### config.mk
export PLATFORM = sky130hd
export DESIGN_NAME = spi_regmem_slave
export DESIGN_NICKNAME = d
export VERILOG_FILES = /design/src/rtl/spi_regmem_slave.sv
export SDC_FILE = /design/constraint.sdc
export NUM_CORES = 2
export LEC_CHECK = 0
export CORE_UTILIZATION = 45
export DETAILED_ROUTE_END_ITERATION = 8
export PLACE_DENSITY = 0.72
export SLEW_MARGIN = 20
export SYNTH_ARGS = -nofsm -noshare
export SYNTH_HDL_FRONTEND = slang
export SYNTH_SLANG_ARGS = --single-unit
### constraint.sdc
create_clock -name clk -period 9.44 [get_ports clk]
set_input_delay 2.832 -clock clk [delete_from_list [all_inputs] [get_ports clk]]
set_output_delay 2.832 -clock clk [all_outputs]
set_load 0.02 [all_outputs]
### src/rtl/spi_regmem_slave.sv
// ---------------------------------------------------------------------------
// spi_regmem_slave
//   SPI mode-0 slave giving a host burst read/write access to an on-chip
//   DEPTH x DATA_W memory, plus a system-side read port and a write strobe.
//   Everything runs on clk: the SPI pins are synchronised and edge-detected,
//   spi_clk is only ever treated as data.
//
//   Frame: CS low, 8-bit command (0x02 write / 0x03 read / else discard),
//   ADDR_W-bit address, then DATA_W-bit words with an auto-incrementing
//   pointer that wraps modulo DEPTH.
//
// Ports
//   clk             system clock (spi_clk must be <= clk/8)
//   global_reset_n  asynchronous active-low reset
//   spi_clk/spi_cs/spi_si  SPI inputs (CPOL=0, CS active low)
//   spi_so          MISO
//   wr_strobe       1-cycle pulse per word written by the host
//   wr_addr/wr_data address/data of that word, valid with wr_strobe
//   sys_raddr       system read address
//   sys_rdata       mem[sys_raddr], 1-cycle latency (0 if out of range)
//   busy            a frame is in progress
//   frame_err       1-cycle pulse: CS rose inside a partial cmd/addr/word
// ---------------------------------------------------------------------------
module spi_regmem_slave #(
  parameter int DATA_W      = 8,
  parameter int ADDR_W      = 8,
  parameter int DEPTH       = 256,
  parameter int SYNC_STAGES = 2
) (
  input  logic              clk,
  input  logic              global_reset_n,
  input  logic              spi_clk,
  input  logic              spi_cs,
  input  logic              spi_si,
  output logic              spi_so,
  output logic              wr_strobe,
  output logic [ADDR_W-1:0] wr_addr,
  output logic [DATA_W-1:0] wr_data,
  input  logic [ADDR_W-1:0] sys_raddr,
  output logic [DATA_W-1:0] sys_rdata,
  output logic              busy,
  output logic              frame_err
);

  localparam int MAXW0 = (ADDR_W > DATA_W) ? ADDR_W : DATA_W;
  localparam int MAXW  = (MAXW0 > 8) ? MAXW0 : 8;
  localparam int CW    = $clog2(MAXW + 1);
  localparam int MW    = (DEPTH > 1) ? $clog2(DEPTH) : 1;
  localparam logic [ADDR_W:0] DEPTH_L = (ADDR_W + 1)'(DEPTH);

  typedef enum logic [2:0] {
    S_IDLE, S_CMD, S_ADDR, S_WDATA, S_FETCH, S_RDATA, S_DISCARD
  } state_t;

  state_t state_q, state_d;

  // ---------------- pin synchronisers + edge detect ----------------
  // CS sync resets low: if CS is held low across a reset no falling edge is
  // seen, so a new frame needs CS to go high and fall again.
  logic [SYNC_STAGES-1:0] sclk_sync, cs_sync, si_sync;
  logic                   sclk_q, cs_q;
  logic                   sclk_s, cs_s, si_s;
  logic                   cs_edge, cs_fall, sclk_rise, sclk_fall;

  always_ff @(posedge clk or negedge global_reset_n) begin
    if (!global_reset_n) begin
      sclk_sync <= '0;
      cs_sync   <= '0;
      si_sync   <= '0;
      sclk_q    <= 1'b0;
      cs_q      <= 1'b0;
    end else begin
      sclk_sync <= {sclk_sync[SYNC_STAGES-2:0], spi_clk};
      cs_sync   <= {cs_sync[SYNC_STAGES-2:0], spi_cs};
      si_sync   <= {si_sync[SYNC_STAGES-2:0], spi_si};
      sclk_q    <= sclk_sync[SYNC_STAGES-1];
      cs_q      <= cs_sync[SYNC_STAGES-1];
    end
  end

  assign sclk_s    = sclk_sync[SYNC_STAGES-1];
  assign cs_s      = cs_sync[SYNC_STAGES-1];
  assign si_s      = si_sync[SYNC_STAGES-1];
  assign cs_edge   = cs_s ^ cs_q;
  assign cs_fall   = cs_q & ~cs_s;
  // A CS edge in the same cycle masks any spi_clk edge.
  assign sclk_rise = ~sclk_q & sclk_s & ~cs_edge;
  assign sclk_fall = sclk_q & ~sclk_s & ~cs_edge;

  // ---------------- datapath state ----------------
  logic [CW-1:0]     cnt;      // bits received in current cmd/addr/word
  logic [CW-1:0]     ocnt;     // bits driven in current read word
  logic [MAXW-2:0]   shin;
  logic [MAXW-1:0]   in_word;
  logic [DATA_W-1:0] oshr;
  logic [ADDR_W-1:0] ptr, ptr_inc, addr_mod;
  logic              rd_mode, pf_q;
  logic [CW-1:0]     lim;
  logic              last;

  logic [DATA_W-1:0] mem [DEPTH];

  assign in_word  = {shin, si_s};
  assign ptr_inc  = (ptr == ADDR_W'(DEPTH - 1)) ? '0 : ptr + 1'b1;
  assign addr_mod = ADDR_W'({1'b0, in_word[ADDR_W-1:0]} % DEPTH_L);

  always_comb begin
    case (state_q)
      S_CMD:   lim = CW'(7);
      S_ADDR:  lim = CW'(ADDR_W - 1);
      default: lim = CW'(DATA_W - 1);
    endcase
  end
  assign last = (cnt == lim);

  // ---------------- FSM: state register ----------------
  always_ff @(posedge clk or negedge global_reset_n) begin
    if (!global_reset_n) state_q <= S_IDLE;
    else                 state_q <= state_d;
  end

  // ---------------- FSM: next state ----------------
  always_comb begin
    state_d = state_q;
    if (state_q != S_IDLE && cs_s) begin
      state_d = S_IDLE;
    end else begin
      case (state_q)
        S_IDLE:  if (cs_fall) state_d = S_CMD;
        S_CMD:
          if (sclk_rise && last)
            state_d = (in_word[7:0] == 8'h02 || in_word[7:0] == 8'h03) ? S_ADDR : S_DISCARD;
        S_ADDR:  if (sclk_rise && last) state_d = rd_mode ? S_FETCH : S_WDATA;
        S_FETCH: state_d = S_RDATA;
        default: state_d = state_q;
      endcase
    end
  end

  // ---------------- FSM: decoded controls ----------------
  logic abort, start, shift_en, cmd_done, addr_done, wr_word;
  logic load_o, so_fall, pf, ferr;

  always_comb begin
    busy      = (state_q != S_IDLE);
    abort     = busy && cs_s;
    start     = (state_q == S_IDLE) && cs_fall;
    shift_en  = !abort && sclk_rise &&
                (state_q inside {S_CMD, S_ADDR, S_WDATA, S_RDATA});
    cmd_done  = shift_en && last && (state_q == S_CMD);
    addr_done = shift_en && last && (state_q == S_ADDR);
    wr_word   = shift_en && last && (state_q == S_WDATA);
    load_o    = !abort && (state_q == S_FETCH);
    so_fall   = !abort && sclk_fall && (state_q == S_RDATA);
    // LSB just driven: advance pointer, reload shifter next cycle
    pf        = so_fall && (ocnt == CW'(DATA_W - 1));
    ferr      = abort && (cnt != '0);
  end

  // ---------------- datapath registers ----------------
  always_ff @(posedge clk or negedge global_reset_n) begin
    if (!global_reset_n) begin
      cnt       <= '0;
      ocnt      <= '0;
      shin      <= '0;
      oshr      <= '0;
      ptr       <= '0;
      rd_mode   <= 1'b0;
      pf_q      <= 1'b0;
      spi_so    <= 1'b0;
      wr_strobe <= 1'b0;
      wr_addr   <= '0;
      wr_data   <= '0;
      sys_rdata <= '0;
      frame_err <= 1'b0;
    end else begin
      wr_strobe <= wr_word;
      frame_err <= ferr;
      pf_q      <= pf;
      // Reads see the pre-write contents when colliding with a host write.
      sys_rdata <= ({1'b0, sys_raddr} < DEPTH_L) ? mem[sys_raddr[MW-1:0]] : '0;

      if (start || abort)  cnt <= '0;
      else if (shift_en)   cnt <= last ? '0 : cnt + 1'b1;

      if (shift_en) shin <= in_word[MAXW-2:0];
      if (cmd_done) rd_mode <= (in_word[7:0] == 8'h03);

      if (addr_done)          ptr <= addr_mod;
      else if (wr_word || pf) ptr <= ptr_inc;

      if (wr_word) begin
        wr_addr <= ptr;
        wr_data <= in_word[DATA_W-1:0];
      end

      if (load_o || pf_q) begin
        oshr <= mem[ptr[MW-1:0]];
        if (load_o) ocnt <= '0;
      end else if (so_fall) begin
        oshr <= {oshr[DATA_W-2:0], 1'b0};
        ocnt <= pf ? '0 : ocnt + 1'b1;
      end

      if (state_q == S_RDATA && !abort) begin
        if (so_fall) spi_so <= oshr[DATA_W-1];
      end else begin
        spi_so <= 1'b0;
      end
    end
  end

  // Storage is not reset.
  always_ff @(posedge clk) begin
    if (wr_word) mem[ptr[MW-1:0]] <= in_word[DATA_W-1:0];
  end

endmodule

Word-level counts from Yosys, hierarchy flattened
Memory sizes are Yosys's and may differ from the RTL's. A register that Yosys moved wholly into a read port is not among the register bits.
Cells that the tools add are included.
{ "word_totals": {"ramBits": 2048, "wordCells": 101, "n_memories": 1, "input_bits": 13, "out_inout_bits": 28, "reg_bits": 63} }
{ "classes": {"n_reduce_logical": 31, "mux": 23, "n_addsub": 3, "bitwise_logic": 10, "eq_ne": 15} }
{ "memory_table": {"columns": ["name", "words", "word_bits", "rd", "rd_ports_with_merged_regs", "wr", "line_no", "source"], "rows": [
  ["mem", 256, 8, 2, 1, 1, "101", "logic [DATA_W-1:0] mem [DEPTH];"]
]} }
{ "op_table": {"columns": ["cell", "n"], "rows": [
  ["8-bit two-way mux", 5],
  ["4-bit two-way mux", 7],
  ["3-bit two-way mux", 6],
  ["8-bit by 2-bit == test with 1-bit output, second input constant", 2],
  ["1-bit logical AND", 15],
  ["3-bit one-hot mux with 4 select lines", 1],
  ["3-bit inequality test, second input constant", 3],
  ["4-bit by 1-bit adder with 4-bit output, second input constant", 2],
  ["8-bit by 1-bit adder with 8-bit output, second input constant", 1],
  ["4-bit by 3-bit == test with 1-bit output, second input constant", 2],
  ["8-bit == test, second input constant", 1],
  ["4-bit nonzero test", 2],
  ["3-bit by 2-bit == test with 1-bit output, second input constant", 2],
  ["3-bit == test, second input constant", 2],
  ["2-bit nonzero test", 3],
  ["1-bit AND", 5],
  ["5-bit nonzero test", 1],
  ["1-bit logical OR", 4],
  ["1-bit two-way mux", 4],
  ["2-bit inequality test, second input constant", 2],
  ["1-bit NOT", 4],
  ["4-bit AND reduction", 1],
  ["3-bit by 1-bit == test with 1-bit output, second input constant", 1],
  ["3-bit logical NOT", 1],
  ["other kinds (4)", 5]
]} }

Logic depth before layout (Yosys ltp)
{ "logic_depth": {"word_depth": 10, "mapped_depth": 13, "ltp_nobuf": 9} }

Least setup slack after synthesis
Ideal clock, no wire load.
{ "synth_timing": {"path_type": "input -> register", "startpoint": "in sys_raddr[0]", "endpoint": "reg sys_rdata[5], read port of mem", "setup_time_ps": 141, "arrival_ps": 4878, "stages": 9, "slack_ps": 4421, "path_buffers": 3, "required_ps": 9299, "cell_sequence": "buf_2 buf_2 buf_2 mux4_2 mux4_2 a311oi_1 o21ai_0 o21ai_0 a31oi_1"} }
{ "synth_lines": {"columns": ["item", "line_no", "source"], "rows": [
  ["from (decl)", "39", "input logic [ADDR_W-1:0] sys_raddr,"],
  ["to (decl)", "40", "output logic [DATA_W-1:0] sys_rdata,"]
]} }

==> reports/results.ini <==
[detailed_routing]
drt-total-wl_mm=322.3
firstDrtPassIters=7
drt-wirelength-per-cell_um=39.13
drc=0
postRouteAntennaNets=0
vias=59000
first_iter_violations=9456
via_per_inst=7.163

[synthesis]
synth_edf_count=2048
async_flop_share=0.03351
synth-seq-area-share=0.6376
synth_ff_type=edfxtp_1
syn_inst=5202
yosysWarningCount=0
synth-seq-cells=2119
synth_fp_nets=5223
synth_cell_type_count=77
syn_area_um2=99240
syn_avg_cell_area_um2=19.08

[floorplanning]
ios=41
dieArea_um2=222400
std_cell_rows=172
die_w_um=471.6
core_um2=219500
initial_core_util=0.4521
dieHeight_um=471.6

[timing]
timing.final.crit_period_ps=5984
whs_ps=356.4
worstMarginPinSlew_ps=1301
layout_setup_ws_ps=3456
finalClockSkew_ps=53.38
hold_violations=0
period_share=0.6339
max_slew_margin=0.1303
setup_violations=0
slew_violations=0
setup_tns_ps=0
rsz0062_at_grt=no
timing.fmax_ghz=0.1671

[clocking]
cts_buffer_depth=3
numClockSinks=2119
insertion_delay_ps=900
cts.repair.resized=0
htree_num_levels=4
clk_pin_slew_ps=60
cts_tree=yes
holdBufCountCts=0
cts_setup_buffers=0
ctsRootBufferMaster=clkbuf_16
numCtsBuffers=209

[layout]
drive_gt1_frac=0.2927
utilization=0.4995
nets=5197
final_cell_mix=edfxtp_1, mux4_2, mux2i_1
layout_commonest_cell=edfxtp_1
synthToLayoutAreaGrowth_pct=10.49

[setup_path]
crit_path_start_kind=primary input
critPathMaxFanout=58
crit_required_ps=10160
cp_data_arrival_time_ps=6710
endpoint_kind=flop
rrSetupSlack_ps=4010
worstSetupPathType=in -> reg

[place]
gp_congestion=0.9831
dpl.hpwl_mm=207.3
portBuffers=40
dpl_worst_slack_ps=2700

[hold_path]
holdCritPathClass=reg -> reg

[grt]
antenna_found_initial=16
grt_start_max_net_pins=118
overflow=0
grt_pass1_wl_mm=449.5
grtUsageTotal=0.2884
grt_pass1_vias=57710

[run]
max-cap-violations=0

[outcome]
outcome=finished clean

[power_and_ir_drop]
irDropWorstVdd_uv=178.9
leakage_uw=0.03346
power_density_nw_per_um2=188.4

## path summary, 6_finish.rpt
path | start | endpoint | depth (start not counted)
max reg2reg | ptr[0]$_DFFE_PN0P_ | oshr[4]$_DFFE_PN0P_ | 8
min in group asynchronous | global_reset_n | sys_rdata[5]$_DFF_PN0_ | 1
min reg2reg | sclk_sync[0]$_DFF_PN0_ | sclk_sync[1]$_DFF_PN0_ | 0
max in group asynchronous | global_reset_n | ptr[2]$_DFFE_PN0P_ | 2
min | sclk_sync[0]$_DFF_PN0_ | sclk_sync[1]$_DFF_PN0_ | 0
max | sys_raddr[0] | sys_rdata[6]$_DFF_PN0_ | 8
## synthesized netlist by cell type (all sizes together), types with 29 or more instances
cell,count,area share
dfrtp,71,0.018
mux4,1005,0.23
buf,283,0.018
o21ai,78,0.0039
nand3,86,0.0044
a22oi,93,0.0070
mux2i,371,0.037
nand2,147,0.0056
nor2,331,0.013
o22ai,70,0.0044
nor3,39,0.0020
edfxtp,2048,0.62
clkbuf,138,0.0052
a21oi,68,0.0034
mux2,29,0.0033
## worst max-delay path, cell delays in order
cell     delay (ps)
buf_8           580
buf_12          470
mux4_2          620
mux4_2          510
mux2i_1         140
a21oi_1         230
o21ai_0        1090
a31oi_1          90
## logic make-up after synthesis
kind of cell / Yosys count / synth area share
flip-flops: 2119 / 0.6376
multiplexers: 1405 / 0.2688
AND/OR/NAND/NOR: 720 / 0.03283
AO/OA/AOI/OAI: 507 / 0.03540
buffers and inverters: 440 / 0.02407
adder cells (fa/ha/maj): 9 / 0.001110
XOR/XNOR: 2 / 0.0001765
## registers in the layout (all words and copies together), names as in the netlist, 2 cells and up
signal     cells
state_q        3
cs_sync        2
sys_rdata      8
wr_data        8
ptr            8
cnt            4
ocnt           4
mem         2048
si_sync        2
wr_addr        8
oshr           8
sclk_sync      2
shin           7
## per-layer routing
layer	up-vias	global-route usage	share of wire
met5	-	0	0.00043
met4	16	0.1895	0.077
met3	1036	0.09671	0.14
met2	4932	0.4172	0.44
met1	30800	0.3714	0.34
li1	22210	-	-
## stage by stage
stage | std cells | cell area, µm² | total power (µW)
after floorplan | 5202 | 99240 | 11730
after detailed placement | 7835 | 102500 | 12170
final | 8236 | 109600 | 20650
after CTS | 8223 | 109500 | 20600
after global placement | 7834 | 102400 | 12120
after global routing | 8226 | 109600 | 21030
## where the power goes
part | internal (µW) | total [µW] | leakage (µW) | switching (µW)
sequential | 10700 | 10900 | 0.0200 | 173
clock | 4890 | 8640 | 0.00343 | 3750
combinational | 323 | 1130 | 0.0101 | 810
## area by class of cell
class	count	area [µm²]
Tap cell	2871	3592
Inverter	19	76.32
Timing Repair Buffer	184	1780
Multi-Input combinational cell	2643	33780
Antenna cell	12	30.03
Clock inverter	129	1544
Clock buffer	259	5519
Fill cell	17320	109900
Sequential cell	2119	63320
Note: power is estimated with default switching activity, not from simulation.
